[src/rtl/prime_power_scheduler.sv]
// rtl/prime_power_scheduler.sv - turns a sieve prime stream into the largest prime powers <= B for p-1 stage 1
module prime_power_scheduler #(
    parameter int PW = 9,
    parameter int BW = 16
) (
    input  logic          clk,
    input  logic          rst_n,
    input  logic          start,
    input  logic [BW-1:0] bound,
    input  logic          prime_valid,
    input  logic [PW-1:0] prime,
    input  logic          prime_last,
    output logic          prime_ready,
    output logic          pw_valid,
    output logic [BW-1:0] pw_data,
    input  logic          pw_ready,
    output logic          busy,
    output logic          done,
    output logic [7:0]    count
);

    typedef enum logic [2:0] {
        IDLE  = 3'd0,
        FETCH = 3'd1,
        POWER = 3'd2,
        EMIT  = 3'd3,
        DONE  = 3'd4
    } state_t;

    state_t           state;
    logic [BW-1:0]    b_r;
    logic [BW-1:0]    q_r;
    logic [PW-1:0]    p_r;
    logic             last_r;

    logic [BW-1:0]    primeExt;
    logic [BW+PW-1:0] boundExt;
    logic [BW+PW-1:0] prod;

    // Full-width product so an overshoot past B is never hidden by wraparound
    assign primeExt = {{(BW-PW){1'b0}}, prime};
    assign boundExt = {{PW{1'b0}}, b_r};
    assign prod     = {{PW{1'b0}}, q_r} * {{BW{1'b0}}, p_r};

    // The current power is held in q_r, which doubles as the output data register
    assign pw_data  = q_r;

    // Scheduler FSM; every flag output is registered alongside the state it belongs to
    always_ff @(posedge clk) begin
        if (!rst_n) begin
            state       <= IDLE;
            b_r         <= '0;
            p_r         <= '0;
            q_r         <= '0;
            last_r      <= 1'b0;
            prime_ready <= 1'b0;
            pw_valid    <= 1'b0;
            busy        <= 1'b0;
            done        <= 1'b0;
            count       <= '0;
        end else begin
            case (state)
                IDLE: begin
                    if (start) begin
                        b_r   <= bound;
                        count <= '0;
                        busy  <= 1'b1;
                        if (bound < BW'(2)) begin
                            state <= DONE;
                            done  <= 1'b1;
                        end else begin
                            state       <= FETCH;
                            prime_ready <= 1'b1;
                        end
                    end
                end
                FETCH: begin
                    if (prime_valid) begin
                        prime_ready <= 1'b0;
                        if (primeExt > b_r) begin
                            // A prime beyond B ends the run; nothing further is pulled
                            state <= DONE;
                            done  <= 1'b1;
                        end else begin
                            p_r    <= prime;
                            q_r    <= primeExt;
                            last_r <= prime_last;
                            state  <= POWER;
                        end
                    end
                end
                POWER: begin
                    if (prod <= boundExt) begin
                        q_r <= prod[BW-1:0];
                    end else begin
                        state    <= EMIT;
                        pw_valid <= 1'b1;
                    end
                end
                EMIT: begin
                    if (pw_ready) begin
                        pw_valid <= 1'b0;
                        count    <= count + 8'd1;
                        if (last_r) begin
                            state <= DONE;
                            done  <= 1'b1;
                        end else begin
                            state       <= FETCH;
                            prime_ready <= 1'b1;
                        end
                    end
                end
                DONE: begin
                    state <= IDLE;
                    done  <= 1'b0;
                    busy  <= 1'b0;
                end
                default: begin
                    state       <= IDLE;
                    prime_ready <= 1'b0;
                    pw_valid    <= 1'b0;
                    busy        <= 1'b0;
                    done        <= 1'b0;
                end
            endcase
        end
    end

endmodule

[config.mk]
export PLATFORM = sky130hd
export DESIGN_NAME = prime_power_scheduler
export DESIGN_NICKNAME = d
export VERILOG_FILES = /design/src/rtl/prime_power_scheduler.sv
export SDC_FILE = /design/constraint.sdc
export NUM_CORES = 1
export LEC_CHECK = 0
export BUFFER_PORTS_ARGS = -buffer_cell sky130_fd_sc_hd__clkbuf_2
export CAP_MARGIN = 20
export CORE_ASPECT_RATIO = 1.5
export CORE_MARGIN = 2
export CORE_UTILIZATION = 50
export DETAILED_ROUTE_END_ITERATION = 12
export HOLD_SLACK_MARGIN = 0.05
export PLACE_DENSITY_LB_ADDON = 0.12
export SYNTH_ARGS = -nofsm -noshare
export SYNTH_HDL_FRONTEND = slang
export SYNTH_SLANG_ARGS = --single-unit
[constraint.sdc]
create_clock -name clk -period 19.85 [get_ports clk]
set_input_delay 2.9775 -clock clk [delete_from_list [all_inputs] [get_ports clk]]
set_output_delay 2.9775 -clock clk [all_outputs]
set_load 0.02 [all_outputs]
==> flow_metrics.py <==
metrics = {
    "logic_synthesis": {
        "synth_flop_cell": "dfxtp_1",
        "synth_edf_count": 0,
        "yosysTopAreaCell": "fa_1",
        "synth_most_common_cell": "nand2_1",
        "synth_nets": 1157,
        "synth.top_cell.area_share_pct": 25.5,
        "async_flop_share_pct": 0,
        "yosys_warnings": 0,
        "syn_inst": 956,
        "synth_seq_area_share_pct": 14.7,
        "synth.area.top_cells": "fa_1, dfxtp_1, ha_1",
        "syn_area_um2": 7770,
        "ys_seq_elements": 57,
        "avgSynthCellArea_um2": 8.13,
        "synthTopCellsByCount": "nand2_1, inv_1, fa_1",
        "ys_types": 65,
    },
    "hold_path": {
        "hp-class": "reg -> reg",
    },
    "sta": {
        "rsz0062_at_grt": "false",
        "finalSetupTns_ns": 0,
        "slew_headroom_pct": 36.8,
        "min_period_ns": 7.46,
        "finClkSkew_ns": 0.00923,
        "period_share_pct": 37.6,
        "fmax_mhz": 134,
        "finalMaxSlewViolations": 0,
        "setup_viol": 0,
        "hold_viol_final": 0,
        "worstMarginPinSlew_ns": 0.945,
    },
    "place": {
        "post_dp_cell_area_um2": 8140,
        "port_buffers": 58,
        "gp_congestion": 0.866,
        "hpwl_mm": 15.5,
    },
    "floorplanning": {
        "boundaryPins": 59,
        "die_y_um": 157,
        "die_w_um": 106,
        "rows": 55,
        "coreArea_um2": 15100,
        "die_area_um2": 16600,
        "start_util_pct": 51.3,
    },
    "grt": {
        "grt_pass1_vias": 6870,
        "grt_usage_pct": 25.0,
        "antenna_found_initial": 0,
        "grt_max_degree": 38,
        "grt_pass1_wl_mm": 33.1,
        "overflow": 0,
    },
    "pwr": {
        "p_leak_nw": 4.05,
        "ir_drop_uv": 78.3,
        "finalPower_mw": 0.597,
        "p_per_area_nw_per_um2": 70.9,
    },
    "drt": {
        "route.vias.total": 6455,
        "dr.pass1.iters": 5,
        "wire_per_inst_um": 16.0,
        "routed_wl_mm": 19.0,
        "via_per_inst": 5.44,
        "drc": 0,
        "drtIter0Drc": 308,
        "ant_nets": 0,
    },
    "worst_setup_path": {
        "required_ns": 20.07,
        "cp.arrival_ns": 7.69,
        "end_kind": "register",
        "critPathLaunchType": "register",
        "critPathKind": "reg -> reg",
        "crit_fanout": 17,
    },
    "cts": {
        "holdBufCountCts": 0,
        "cts-resized-gates": 0,
        "cts_root_buffer": "clkbuf_16",
        "clk_pin_slew_worst_paths_ns": 0.06,
        "cts_setup_buffers": 0,
        "cts_tree": "built",
        "clk_path_buf_depth": 2,
        "cts_buffers": 9,
        "ctsHtreeMaxLevel": 3,
        "clock_latency_ns": 0.34,
        "clock_sinks": 57,
    },
    "outcome": {
        "status": "complete, no violations",
    },
    "final_layout": {
        "drive_gt1_share_pct": 9.02,
        "final_nets": 1183,
        "antenna_cells": 0,
        "design_area_um2": 8430,
        "area_growth_pct": 8.42,
    },
    "run": {
        "drv_cap": 0,
    },
}
flip-flops by register name, summed over array words and instances, names as in the netlist, 3 cells and up:
name,cells
b_r,16
count,8
p_r,9
pw_data,16
state,3
cell type report:
class                   count  area [µm²]
fillers                  1495        6710
multi-input cells         703        5880
flip-flops and latches     57        1140
inverters                 151         567
repair buffers             60         305
well taps                 199         249
clock buffers              10         239
clock inverters             6        43.8
kinds of logic after synthesis:
family          after synthesis  synth area share (%)
xor+xnor                     20                  2.25
fa+ha+maj                   170                  36.9
buf+inv                     196                  9.64
compound gates              130                  11.6
mux                          22                  2.88
flops                        57                  14.7
simple gates                361                  22.0
cell usage in the layout, fill, tap and decap left out, types with 11 or more instances in the layout:
cell      netlist  layout
fa_1           99      99
mux2i_1        21      21
and2_1         76      76
xor2_1         11      11
a21oi_1        46      46
inv_1         150     150
clkbuf_2        1      58
nand2_1       169     169
o21ai_0        21      21
dfxtp_1        57      57
nor2_1         49      49
nand3_1        17      17
ha_1           71      71
worst paths after layout:
kind                              start         end  slack, ns  depth (start not counted)
worst min register to register  b_r[10]     b_r[10]       0.45                          2
worst max register to register   p_r[0]  pw_data[0]      12.39                         24
worst min-delay path            b_r[10]     b_r[10]       0.45                          2
worst max-delay path             p_r[0]  pw_data[0]      12.39                         24
routing by layer:
layer | share of wire (%) | routed length (µm) | vias up | track usage (%)
met2 | 51 | 9630 | 174 | 44.2
met3 | 4.0 | 759 | 49 | 3.29
li1 | - | - | 3114 | -
met5 | 0 | 0 | - | 0
met1 | 42 | 7990 | 3118 | 30.6
met4 | 3.4 | 640 | 0 | 10.3
where the power goes:
| part | switching (mW) | leakage (nW) | internal [mW] |
|---|---|---|---|
| clock network | 0.0589 | 0.127 | 0.0877 |
| logic | 0.153 | 3.46 | 0.0987 |
| registers | 0.0602 | 0.464 | 0.138 |
worst max-delay path, stage by stage (launching register included):
cell and delay (ns):
dfxtp_1 0.79, nand2_1 0.15, fa_1 0.51, inv_1 0.05
fa_1 0.50, inv_1 0.05, fa_1 0.46, fa_1 0.56
inv_1 0.05, ha_1 0.36, a21o_1 0.20, a21oi_1 0.24
and2_1 0.20, o21ai_0 0.14, a21o_1 0.21, a21oi_1 0.17
xnor2_1 0.11, ha_1 0.30, nand2_1 0.07, nor4_1 0.32
a41oi_1 0.22, a2111o_1 0.44, o41ai_4 0.88, o211ai_1 0.19
o211a_1 0.17
metrics by stage:
step,hold slack (ns),setup slack (ns),util [%],std cells
floorplan,0.436,13.14,-,956
global placement,0.444,12.53,53.8,1170
detailed placement,0.446,12.43,53.8,1170
CTS,0.453,12.38,55.7,1186
global route,0.468,11.72,55.7,1186
finish,0.452,12.39,55.7,1186
No activity file was read; power rests on OpenSTA's default activity.
